--- src/rtl/sys_bus.sv ---
// sys_bus: registered request/acknowledge engine between the CPU data port and
// NUM_SLV peripheral slots, with access timeout and bus-error logging.
module sys_bus #(
    parameter int NUM_SLV = 4,
    parameter int SEL_LO  = 8,
    parameter int TIMEOUT = 15
) (
    input  logic                  clk,
    input  logic                  rst,
    input  logic                  cpu_req,
    input  logic                  cpu_we,
    input  logic [31:0]           cpu_addr,
    input  logic [31:0]           cpu_wd,
    output logic [31:0]           cpu_rd,
    output logic                  cpu_ready,
    output logic                  cpu_err,
    output logic [NUM_SLV-1:0]    s_req,
    output logic                  s_we,
    output logic [31:0]           s_addr,
    output logic [31:0]           s_wd,
    input  logic [NUM_SLV*32-1:0] s_rd,
    input  logic [NUM_SLV-1:0]    s_ack,
    output logic [31:0]           err_addr,
    output logic [7:0]            err_cnt
);
    localparam int              SELW       = $clog2(NUM_SLV);
    localparam logic [SELW:0]   SLOT_LIMIT = (SELW+1)'(NUM_SLV);
    localparam logic [7:0]      TIMER_LAST = 8'(TIMEOUT - 1);
    localparam logic [31:0]     ERR_DATA   = 32'hDEAD_BEEF;

    // state  | meaning
    // IDLE   | waiting for cpu_req
    // ACCESS | s_req held on the selected slot, timer running
    // DONE   | single-cycle cpu_ready / cpu_err completion
    typedef enum logic [1:0] {IDLE, ACCESS, DONE} state_t;

    state_t             state, state_next;
    logic [SELW-1:0]    slot_q;
    logic [SELW-1:0]    req_slot;
    logic [SELW-1:0]    cur_slot;
    logic [7:0]         timer;
    logic               start;
    logic               mapped;
    logic               ack_hit;
    logic               done_err;
    logic               err_we;
    logic [31:0]        rd_sel;
    logic [31:0]        err_src;
    logic [NUM_SLV-1:0] req_onehot;

    assign req_slot = cpu_addr[SEL_LO +: SELW];
    assign mapped   = {1'b0, req_slot} < SLOT_LIMIT;
    assign cur_slot = (state == IDLE) ? req_slot : slot_q;

    // An unmapped access errors in the same edge it is latched, so the error
    // bookkeeping must look at the CPU side rather than the latched copies.
    assign err_we  = (state == IDLE) ? cpu_we   : s_we;
    assign err_src = (state == IDLE) ? cpu_addr : s_addr;

    always_comb begin
        req_onehot = '0;
        rd_sel     = '0;
        ack_hit    = 1'b0;
        for (int i = 0; i < NUM_SLV; i++) begin
            if (cur_slot == SELW'(i)) begin
                req_onehot[i] = 1'b1;
                rd_sel        = s_rd[32*i +: 32];
                ack_hit       = s_ack[i];
            end
        end
    end

    always_ff @(posedge clk) begin
        if (rst) begin
            state <= IDLE;
        end else begin
            state <= state_next;
        end
    end

    always_comb begin
        state_next = state;
        start      = 1'b0;
        done_err   = 1'b0;
        case (state)
            IDLE: begin
                if (cpu_req) begin
                    start = 1'b1;
                    if (mapped) begin
                        state_next = ACCESS;
                    end else begin
                        state_next = DONE;
                        done_err   = 1'b1;
                    end
                end
            end
            ACCESS: begin
                // ack has priority over a timeout landing on the same edge
                if (ack_hit) begin
                    state_next = DONE;
                end else if (timer == TIMER_LAST) begin
                    state_next = DONE;
                    done_err   = 1'b1;
                end
            end
            DONE: begin
                state_next = IDLE;
            end
            default: begin
                state_next = IDLE;
            end
        endcase
    end

    always_ff @(posedge clk) begin
        if (rst) begin
            cpu_rd    <= '0;
            cpu_ready <= 1'b0;
            cpu_err   <= 1'b0;
            s_req     <= '0;
            s_we      <= 1'b0;
            s_addr    <= '0;
            s_wd      <= '0;
            slot_q    <= '0;
            timer     <= '0;
            err_addr  <= '0;
            err_cnt   <= '0;
        end else begin
            cpu_ready <= (state_next == DONE);
            cpu_err   <= done_err;
            s_req     <= (state_next == ACCESS) ? req_onehot : '0;

            if (start) begin
                s_we   <= cpu_we;
                s_addr <= cpu_addr;
                s_wd   <= cpu_wd;
                slot_q <= req_slot;
                timer  <= '0;
            end else if (state == ACCESS) begin
                timer <= timer + 8'd1;
            end

            if (state == ACCESS && ack_hit && !s_we) begin
                cpu_rd <= rd_sel;
            end

            if (done_err) begin
                if (!err_we) begin
                    cpu_rd <= ERR_DATA;
                end
                err_addr <= err_src;
                if (err_cnt != 8'hFF) begin
                    err_cnt <= err_cnt + 8'd1;
                end
            end
        end
    end

endmodule

--- config.mk ---
export PLATFORM = sky130hd
export DESIGN_NAME = sys_bus
export DESIGN_NICKNAME = d
export VERILOG_FILES = /design/src/rtl/sys_bus.sv
export SDC_FILE = /design/constraint.sdc
export NUM_CORES = 1
export LEC_CHECK = 0
export BUFFER_PORTS_ARGS = -buffer_cell sky130_fd_sc_hd__buf_2
export CAP_MARGIN = 20
export CELL_PAD_IN_SITES_DETAIL_PLACEMENT = 0
export CELL_PAD_IN_SITES_GLOBAL_PLACEMENT = 1
export CORE_MARGIN = 2
export CORE_UTILIZATION = 35
export CTS_CLUSTER_SIZE = 14
export DETAILED_ROUTE_END_ITERATION = 6
export GPL_TIMING_DRIVEN = 1
export PLACE_DENSITY_LB_ADDON = 0.25
export SYNTH_ARGS = -nofsm -noshare
export SYNTH_HDL_FRONTEND = slang
export SYNTH_SLANG_ARGS = --single-unit
--- constraint.sdc ---
create_clock -name clk -period 5.9 [get_ports clk]
set_input_delay 1.18 -clock clk [delete_from_list [all_inputs] [get_ports clk]]
set_output_delay 1.18 -clock clk [all_outputs]
set_load 0.02 [all_outputs]
Yosys cells after proc, flatten, opt, wreduce, memory -nomap -nowiden
Index checks and enable logic that the tools add are counted.
W data, S select, Z words.

storage, ports and cells
  bits in registers = 155
  latch bits = 0
  memory bits (writable) = 0
  bits in read-only memories = 0
  input bits = 200
  word-level logic and storage cells = 58
  memories = 0

operators by class
  $add $sub $neg = 2
  $mul = 0
  divide/modulo/power cells = 0
  magnitude comparators = 0
  equality and inequality tests = 8
  shift operators = 0
  muxes and demuxes = 27
  bitwise logic cells = 1
  reductions and logical operators = 8

operator list
  cell                   number
  $mux W32               8
  $add A8 B1 Y8 const B  2
  $mux W1                14
  $eq A8 B4 Y1 const B   1
  $mux W2                4
  $ne A8 B8 Y1 const B   1
  $eq A2 B1 Y1 const B   3
  $eq A2 B2 Y1 const B   3
  $logic_not A2 Y1       2
  $pmux W2 S2            1
  $reduce_or A2 Y1       2
  $logic_and A1 B1 Y1    2
  $reduce_and A2 Y1      1
  $logic_not A1 Y1       1
  $not A1 Y1             1

Depth between registers and ports, before layout
Gate-level depths: netlist of the first run.

  word-level depth = 12
  depth in mapped cells = 9
  mapped depth without buffers = 7

Worst setup path after synthesis of the first run
No wires, ideal clock.

  path type = input to register
  start point = in cpu_addr[8]
  end point = reg err_cnt[4]
  setup time = 121 ps
  data arrival time = 2709 ps
  required time = 5779 ps
  path slack = 3071 ps
  stages on the path = 6
  cells stage by stage = or3b_4 nand3_1 nand3_1 buf_2 a2111oi_2 mux2_2

on the way
  cells in the longest elaborated chain, start to end = 9
  elaborated cells between the ends (all ways) = 12

ends and longest elaborated chain
  element                        RTL line  text
  start, declared                12        input logic [31:0] cpu_addr,
  $mux W2 *                      53        assign cur_slot = (state == IDLE) ? req_slot : slot_q;
  $logic_not A2 Y1               65        if (cur_slot == SELW'(i)) begin
  $mux W1 (3 in a row)           65
  $mux W1 *                      65
  $mux W1 *                      99        if (ack_hit) begin
  $mux W1 *                      n/a
  $reduce_and A2 Y1 (no line) *  n/a
  end signal, assigned           153       err_cnt <= err_cnt + 8'd1;
  end, declared                  24        output logic [7:0] err_cnt

Every way passes the cells marked *; elsewhere a longest branch is shown, timed or not.
A chain may end at the register's enable or synchronous reset.

Final worst setup path of the first run
  start point = in cpu_addr[8]
  end point = reg err_addr[29]

on the way
  cells in the longest elaborated chain, start to end = 8
  elaborated cells between the ends (all ways) = 11

ends and longest elaborated chain
  element               RTL line  text
  $mux W2 *             53
  $logic_not A2 Y1      65
  $mux W1 (3 in a row)  65
  $mux W1 *             65
  $mux W1 *             99
  $mux W1 *             n/a
  end signal, assigned  151       err_addr <= err_src;
  end, declared         23        output logic [31:0] err_addr,

Marks and branches as above.

==> results of run 1 <==
[metrics by stage]
| stage | instances | utilization | total power [mW] |
|---|---|---|---|
| finish | 1407 | 0.493 | 2.74 |
| global route | 1406 | 0.493 | 2.86 |
| CTS | 1403 | 0.493 | 2.78 |
| detailed placement | 1371 | 0.460 | 1.62 |
| global placement | 1370 | 0.460 | 1.62 |
| floorplan | 819 | - | 1.44 |
[state kept, by name (all words and copies together) (netlist names), 2 cells and up]
register / flops
s_wd: 32
err_addr: 32
s_req: 4
s_addr: 32
state: 2
timer: 8
cpu_rd: 32
err_cnt: 8
[worst paths after layout]
path,endpoint
hold / removal,s_wd[25]
setup / recovery,err_addr[29]
hold reg to reg,s_wd[25]
setup reg to reg,err_addr[29]
[power breakdown]
group	total (mW)	switching (mW)	internal, mW
combinational	0.471	0.296	0.174
clock	1.15	0.469	0.679
sequential	1.12	0.0339	1.09
total	2.74	0.800	1.94
[worst min-delay path, stage by stage, from the launching register on]
cell	delay (ps)
dfxtp_1	310
nand2_1	50
a21oi_1	50
[final cells by class]
cell class	count	area (sq um)	share of cell area
tap	260	325	0.0349
multi-input combinational	601	3490	0.374
timing repair buffer	353	1800	0.193
inverter	4	16.3	0.00175
clock buffer	18	429	0.0461
sequential	153	3060	0.329
antenna	4	10.0	0.00107
clock inverter	14	189	0.0203
[layer usage]
metal	part of all wire	up-vias	routed length, microns
li1	-	3442	-
met1	0.42	3106	9580
met2	0.49	215	11100
met3	0.074	32	1690
met4	0.020	2	446
met5	0.00048	-	11
[cell families after synthesis]
group,after synthesis
xor+xnor,6
mux,47
compound gates,129
fa+ha+maj,3
flops,153
simple gates,416
buf+inv,65
[layout by cell type, fill, tap and decap left out, types with 4 or more instances in the layout]
cell type / count
buf_2: 341
nand2_1: 297
dfxtp_1: 153
a21oi_1: 76
nand3_1: 57
mux2i_1: 31
o2111a_1: 24
clkbuf_16: 17
nor2_1: 16
buf_4: 12
nor4_1: 11
a2111oi_2: 8
nor3_1: 8
mux4_2: 8
nor2b_1: 7
mux2_2: 5
xor2_1: 5
diode_2: 4
==> qor.txt, run 1 <==
M3 GR Usage: 0.0633
Gr busiest metal: met2
Setup WS pre-CTS: 2470 ps
CP Data Required Time: 6250 ps
Hold slack: 452 ps
Worst Hold Class: register to register
Final hold violations: 0
Syn nets: 1022
R2R cell count: 6
WP depth: 7
CP Buf/Inv Count: 2
DP HPWL: 16300 microns
Initial antenna violation count: 5
Root Buffer: clkbuf_16
I/O Buffers: 342
# fillers: 1940
Area Growth Syn to Fin: 37.1%
Gpl congestion: 0.809
Core box area: 0.0189 sq mm
Compound-Gate Fraction of Synth Area: 0.146
CP arrival: 3360 ps
Post-cts resize count: 0
Yosys warning total: 0
Syn Std Cell Area: 0.00680 sq mm
Vias per inst: 4.83
DRT iter0 DRCs: 237
Total Wirelength: 22800 microns
Post-DR wirelength/cell: 16.2 microns
Final Setup Violations: 0
Synthesized-area fraction occupied by and/or/nand/nor cells: 0.262
Number of synthesized flops with an enable pin: 0
Slew @ Worst Pin: 813 ps
FFs w/ async S/R, synth: 0
Gr ovfl total: 0
Fmax: 332 MHz
Hold path depth: 2
Layout cells sized above 1: 0.374
R2r setup slk: 3120 ps
Synth cell count leaders: nand2_1 (299), dfxtp_1 (153), a21oi_1 (76), nand3_1 (57), clkbuf_1 (41)
Final WS setup: 2880 ps
Fin nets: 1333
Placed Area: 0.00869 sq mm
M2 GR Usage: 0.354
Total number of H-tree levels: 4
Crit path largest cell delay: 510 ps
Synth Area in Adders: 0.00552
Reg-to-reg startpoint: state[0]
Combinational family with the most area after synthesis: simple AND/OR/NAND/NOR gates
# rows: 50
CP endpoint kind: register
Initial core utilization: 0.360
Die H: 143 microns
Synth top area cells: dfxtp_1 (45%), nand2_1 (17%), a21oi_1 (5.6%)
Slowest CP cell: nand3_1
RSZ-0062 raised after global routing: no
Peak VDD IR: 0.000203 V
Post-Synth XOR/XNOR Area: 0.00773
Yosys top cell area share: 0.451
Skew final: 8.55 ps
Post-CTS setup buffers: 0
First-pass GRT wire length: 33400 microns
DR vias: 6797
P per Cell Area: 294 mW/mm^2
CTS max path bufs: 2
Multiplexer share of the synthesized area: 0.0871
MaxCap Viol Count: 0
Cell with the most instances after synthesis: nand2_1
Syn avg cell area: 8.30 sq um
Die Span X: 143 microns
Global Route Usage Sum: 0.210
Clock sink count: 153
Later-pin clock latency in the skew report: 430 ps
Setup tns final: 0 ps
Met1 Use GR: 0.253
Seq/Total Area, Yosys: 0.451
CTS Hold Bufs: 0
Slew Viols, Final: 0
Largest net degree at the start of global routing: 67
Worst Min Path Start: s_wd[25]
Register clock-pin slew on the reported worst setup and hold paths: 70 ps
Setup Crit Path Kind: primary input to register
Fin area: 0.00932 sq mm
Vias in the first global route: 6097
Tcrit/Tclk final: 0.511
Final ANT Viol Nets: 0
Most area-hungry cell type in the Yosys netlist: dfxtp_1
Rel. slew slack: 0.456
Yosys cell types: 52
Crit-path cells: buf_2 -> nor3b_2 -> o21ai_1 -> nand3_1 -> a21oi_4 -> buf_4 -> mux2i_1
Number of buffers created by CTS: 17
CTS tree: built
Post-synthesis register bit count: 153
Startpoint types: primary input
Status: complete, no violations
Drt drc: 0
Die area: 0.0205 sq mm
Post-synth top flop: dfxtp_1
Worst-path maximum fanout: 30
Leak pwr: 4.14 nW
CP startpoint: cpu_addr[8]
Fin crit period: 3020 ps
Crit-path leading delay family: simple AND/OR/NAND/NOR gates
Drt pass-1 iters: 4
Cells after Synth: 819
I/O pin total: 343
Power figures use the tool's default switching activity.
==> run 2: changes to the inputs <==
Settings changed: CORE_UTILIZATION 35 to 32.
Clock period 5.9 ns to 3 ns, I/O delays scaled along.
==> run 2 against run 1 <==
Against the previous run: worst hold slack worse by 54 ps; highest routed layer unchanged; routed wire length up 2.7%; utilization down 4.5 points; clock skew up 6.9 ps; via count up 3.1%; clock power up 81%; sequential cell count unchanged; design area up 0.72%; count of clock-buffer cells in the layout unchanged.
==> qor.txt, run 2 (synthesis results as in run 1) <==
CTS tree: built
Slew Viols, Final: 0 (unchanged)
Core box area: 0.0210 sq mm (+11%)
Final non-filler cell total: 1427 (+1.4%)
Hold Path End: s_wd[17]
CP endpoint kind: register
CP arrival: 2620 ps (-740 ps)
Slowest CP cell: mux2_2
Drt drc: 0 (unchanged)
Post-cts resize count: 0 (unchanged)
Final Setup Violations: 0 (unchanged)
Fmax: 434 MHz
Startpoint types: register
Crit path largest cell delay: 500 ps (about the same)
RSZ-0062 raised after global routing: no
Most frequent cells in the layout: buf_2 (341), nand2_1 (297), dfxtp_1 (153)
Worst Hold Class: primary input to register
Die H: 150 microns (+4.5%)
Skew final: 15.4 ps (+6.85 ps)
Area Growth Syn to Fin: 38.1%
Gpl congestion: 0.838 (+3.6%)
First-pass GRT wire length: 35000 microns (+4.9%)
Root Buffer: clkbuf_16
Global Route Usage Sum: 0.201 (-0.00891)
Drt pass-1 iters: 4 (unchanged)
Crit-path leading delay family: multiplexers
R2r setup slk: 700 ps (-2420 ps)
Vias in the first global route: 6452 (+5.8%)
# rows: 53 (+6.0%)
Clock sink count: 153 (unchanged)
Initial core utilization: 0.324 (-0.0354)
Die Span X: 150 microns (+4.5%)
DP HPWL: 16800 microns (+2.9%)
Setup Crit Path Kind: register to register
CTS Hold Bufs: 0 (unchanged)
Post-DR wirelength/cell: 16.4 microns (+1.2%)
Die area: 0.0224 sq mm (+9.1%)
Reg-to-reg startpoint: state[0]
Worst Min Path Start: cpu_wd[17]
Vias per inst: 4.91 (+1.7%)
Status: complete, no violations
Crit-path cells: nor2_4 -> mux2_2 -> nand3_1 -> buf_4 -> a2111oi_2 -> mux2_2
Tcrit/Tclk final: 0.768
Total number of H-tree levels: 4 (unchanged)
DRT iter0 DRCs: 310 (+31%)
Slew @ Worst Pin: 654 ps (-159 ps)
Leak pwr: 4.17 nW (+0.83%)
Register clock-pin slew on the reported worst setup and hold paths: 70 ps (about the same)
Rel. slew slack: 0.562 (+0.106)
Hold path depth: 3 (+1)
Fin nets: 1341 (+0.60%)
CP Buf/Inv Count: 1 (-1)
P per Cell Area: 559 mW/mm^2 (+90%)
Initial antenna violation count: 2 (-3)
Number of buffers created by CTS: 17 (unchanged)
CTS max path bufs: 2 (unchanged)
MaxCap Viol Count: 0 (unchanged)
Most frequent CP cell: mux2_2
Dpl cells: 1394 (+1.7%)
I/O Buffers: 342 (unchanged)
DR vias: 7009 (+3.1%)
Gr ovfl total: 0 (unchanged)
Total Wirelength: 23400 microns (+2.7%)
CP Data Required Time: 3310 ps (-2940 ps)
R2R cell count: 6 (unchanged)
Largest net degree at the start of global routing: 52 (-22%)
Final ANT Viol Nets: 0 (unchanged)
Later-pin clock latency in the skew report: 430 ps (about the same)
Peak VDD IR: 0.000420 V (+110%)
Layout cells sized above 1: 0.378 (+0.00435)
Post-CTS setup buffers: 0 (unchanged)
Final hold violations: 0 (unchanged)
Worst-path maximum fanout: 14 (-53%)
Setup tns final: 0 ps (unchanged)
FF-to-FF End: err_cnt[4]
Fin crit period: 2300 ps
Commonest non-fill, non-tap cell in the layout: buf_2
I/O pin total: 343 (unchanged)
==> run 2: cell count changes in the layout (fill, tap and decap cells not counted), sizes merged <==
cell | before | now
buf | 353 | 361
inv | 9 | 10
bufinv | 3 | 1
clkinv | 5 | 6
diode | 4 | 1
==> run 2: area by class of cell <==
class,count,area (sq um)
Antenna cell,1,2.50
Clock inverter,14,136
Inverter,4,15.0
Timing Repair Buffer,361,1910
Multi-Input combinational cell,601,3490
Tap cell,275,344
Clock buffer,18,429
Sequential cell,153,3060
Fill cell,2188,11600
==> run 2: how the worst max path moves through the flow <==
stage	slack [ps]	cells after the start	from	end
after floorplan	750	6	cpu_addr[8]	err_cnt[4]
after global placement	560	7	cpu_addr[8]	err_cnt[7]
after detailed placement	570	7	cpu_addr[8]	err_cnt[7]
after CTS	680	6	state[1]	err_cnt[7]
after global routing	510	6	state[0]	err_cnt[5]
final	700	6	state[0]	err_cnt[4]
==> run 2: worst register-to-register path, delay by kind of cell (launching register included) <==
| family | cells | cell delay, ps |
|---|---|---|
| muxes | 2 | 870 |
| DFF | 1 | 490 |
| AOI/OAI and AO/OA | 1 | 380 |
| and+or+nand+nor | 2 | 230 |
| buffers and inverters | 1 | 220 |
==> run 2: routing by layer <==
layer | up-vias | share of wire | routed length, microns | GRT usage
met5 | - | 0.00056 | 13 | 0
met4 | 2 | 0.023 | 544 | 0.0717
met3 | 35 | 0.082 | 1910 | 0.0646
met2 | 248 | 0.49 | 11400 | 0.341
met1 | 3265 | 0.41 | 9570 | 0.239
li1 | 3459 | - | - | -
==> run 2: where the power goes <==
| group | leakage (nW) | switching [mW] | internal, mW | total [mW] |
|---|---|---|---|---|
| Sequential | 1.25 | 0.0666 | 2.14 | 2.21 |
| Clock | 0.279 | 0.923 | 1.16 | 2.08 |
| Combinational | 2.65 | 0.594 | 0.362 | 0.955 |
| Total | 4.17 | 1.58 | 3.66 | 5.25 |
==> run 2: per-stage QoR <==
step,worst slack [ps],hold WS [ps],area (sq um),power (mW),utilization
after CTS,678,386,9380,5.31,0.448
after floorplan,751,462,6800,2.82,-
after detailed placement,569,443,8820,3.21,0.421
final,695,398,9390,5.25,0.448
after global routing,512,386,9390,5.50,0.448
after global placement,563,439,8820,3.22,0.421
==> run 3: changes to the inputs <==
Settings changed: ABC_AREA set to 1, CORE_UTILIZATION 32 to 28.
Clock period 3 ns to 2.1 ns, I/O delays scaled along.
==> run 3 against run 2 <==
Against the previous run: global-route usage fell by 0.43 points; non-clock buffer count rose by 13; sequential cell count stayed put; clock power is 49% higher; critical path depth increased by 7; highest routed layer unchanged.
==> qor.txt, run 3 <==
Status: complete, no violations
Later-pin clock latency in the skew report: 430 ps (about the same)
Drt pass-1 iters: 5 (+1)
RSZ-0062 raised after global routing: no
Number of buffers created by CTS: 17 (unchanged)
Total number of H-tree levels: 4 (unchanged)
Fin crit period: 1840 ps (-462 ps)
Startpoint types: register
Drt drc: 0 (unchanged)
Fmax: 543 MHz (+25%)
Peak VDD IR: 0.000450 V (+7.1%)
Commonest non-fill, non-tap cell in the layout: buf_2
Vias per inst: 4.62 (-5.9%)
Slew Viols, Final: 0 (unchanged)
Gr ovfl total: 0 (unchanged)
Syn avg cell area: 6.75 sq um (-19%)
Root Buffer: clkbuf_16
MaxCap Viol Count: 0 (unchanged)
First-pass GRT wire length: 41200 microns (+18%)
Rel. slew slack: 0.496 (-0.0666)
FFs w/ async S/R, synth: 0 (unchanged)
DP HPWL: 20200 microns (+21%)
# rows: 58 (+9.4%)
Layout cells sized above 1: 0.312 (-0.0658)
Synth top area cells: dfxtp_1 (43%), nand2_1 (11%), o21ai_0 (9.9%)
Post-synth top flop: dfxtp_1
Most area-hungry cell type in the Yosys netlist: dfxtp_1
Fin nets: 1590 (+19%)
Core box area: 0.0252 sq mm (+20%)
Initial antenna violation count: 6 (+4)
Register clock-pin slew on the reported worst setup and hold paths: 80 ps (about the same)
Skew final: 17.0 ps (+1.60 ps)
DR vias: 8006 (+14%)
Number of synthesized flops with an enable pin: 0 (unchanged)
Area Growth Syn to Fin: 38.0% (about the same)
Final WS setup: 258 ps (-438 ps)
Final Setup Violations: 0 (unchanged)
Syn nets: 1269 (+24%)
Post-CTS setup buffers: 0 (unchanged)
Most frequent cells in the layout: buf_2 (342), nand2_1 (207), nor2_1 (158)
Post-DR wirelength/cell: 15.9 microns (-2.7%)
Synth cell count leaders: nand2_1 (207), nor2_1 (158), dfxtp_1 (153), o21ai_0 (143), nand3_1 (129)
Setup WS pre-CTS: 226 ps (-343 ps)
Seq/Total Area, Yosys: 0.426 (-0.0250)
Post-synthesis register bit count: 153 (unchanged)
Tcrit/Tclk final: 0.877 (+0.109)
CTS max path bufs: 2 (unchanged)
Leak pwr: 5.19 nW (+24%)
Post-cts resize count: 0 (unchanged)
Global Route Usage Sum: 0.197 (-0.00426)
Setup tns final: 0 ps (unchanged)
Cells after Synth: 1066 (+30%)
DRT iter0 DRCs: 512 (+65%)
Final hold violations: 0 (unchanged)
I/O Buffers: 342 (unchanged)
I/O pin total: 343 (unchanged)
CP arrival: 2150 ps (-470 ps)
CTS Hold Bufs: 0 (unchanged)
Yosys warning total: 0 (unchanged)
Syn Std Cell Area: 0.00719 sq mm (+5.9%)
Total Wirelength: 27600 microns (+18%)
P per Cell Area: 815 mW/mm^2 (+46%)
Total power: 8.10 mW (+54%)
Yosys cell types: 26 (-50%)
Initial core utilization: 0.286 (-0.0386)
# fillers: 2796 (+28%)
Vias in the first global route: 7422 (+15%)
Worst-path maximum fanout: 43 (+29)
Yosys top cell area share: 0.426 (-0.0250)
Final ANT Viol Nets: 0 (unchanged)
Cell with the most instances after synthesis: nand2_1
Largest net degree at the start of global routing: 66 (+27%)
CP endpoint kind: register
Slew @ Worst Pin: 756 ps (+102 ps)
Clock sink count: 153 (unchanged)
Worst Hold Class: primary input to register
Hold slack: 229 ps (-168 ps)
Setup Crit Path Kind: register to register
CP Data Required Time: 2400 ps (-910 ps)
Die area: 0.0270 sq mm (+20%)
Die Span X: 164 microns (+9.7%)
Die H: 164 microns (+9.7%)
CTS tree: built
Gpl congestion: 0.832 (-0.74%)
-- run 3: changes by cell type in the layout (fill, tap and decap cells not counted), sizes merged, moves of 8 or more --
cell / delta
nor2: +149
o21ai: +139
inv: +92
nand2: -82
nand3: +74
a21oi: -59
nand4: +47
mux2i: -32
o2111a: -24
a2111oi: -13
buf: +13
nor4: -13
mux4: -8
-- run 3: logic make-up after synthesis --
group	count (synthesis)	share of synthesized area
compound gates	161	0.112
xor+xnor	2	0.00244
simple gates	578	0.357
flops	153	0.426
buf+inv	169	0.0976
fa+ha+maj	3	0.00522
-- run 3: path summary, 6_finish.rpt --
path / cells after the start / slack (ps) / end / startpoint
setup reg to reg: 13 / 260 / cpu_rd[8] / state[1]
setup / recovery: 13 / 260 / cpu_rd[8] / state[1]
hold reg to reg: 2 / 470 / cpu_rd[22] / cpu_rd[22]
hold / removal: 3 / 230 / s_addr[21] / cpu_addr[21]
-- run 3: stage by stage --
| step | instances | util | cell area (sq um) |
|---|---|---|---|
| final | 1733 | 0.394 | 9930 |
| after global routing | 1731 | 0.394 | 9930 |
| after CTS | 1730 | 0.394 | 9920 |
| after detailed placement | 1698 | 0.370 | 9320 |
| after global placement | 1698 | 0.370 | 9320 |
| after floorplan | 1066 | - | 7190 |
-- run 3: layer usage --
metal / GRT usage / up-vias / share of wire
met3: 0.0659 / 31 / 0.088
met2: 0.328 / 280 / 0.47
met4: 0.0530 / 6 / 0.016
met1: 0.242 / 3580 / 0.43
met5: 0 / - / 0.0014
li1: - / 4109 / -
-- run 3: final cells by class --
type | count | area, sq um | area share
Sequential cell | 153 | 3060 | 0.308
Tap cell | 330 | 413 | 0.0416
Inverter | 97 | 367 | 0.0369
Multi-Input combinational cell | 744 | 3430 | 0.346
Timing Repair Buffer | 374 | 2040 | 0.205
Antenna cell | 3 | 7.51 | 0.000756
Clock inverter | 15 | 181 | 0.0183
Clock buffer | 17 | 425 | 0.0428
-- run 3: power by group --
part | internal [mW] | total, mW | switching, mW
Sequential | 3.06 | 3.15 | 0.0829
Combinational | 0.651 | 1.85 | 1.20
Clock | 1.61 | 3.10 | 1.49
Total | 5.32 | 8.10 | 2.77
-- run 3: worst max-delay path: stages (launching register included) --
cell     delay [ps]
dfxtp_1         370
inv_1            80
nand2_1         120
nand2_1          80
nand2_2         130
buf_12          220
nor2_2           70
buf_4           180
nand2_1          80
nand3_1          60
o21ai_0          80
nor2_1           70
a21oi_1         110
nor2_1           50
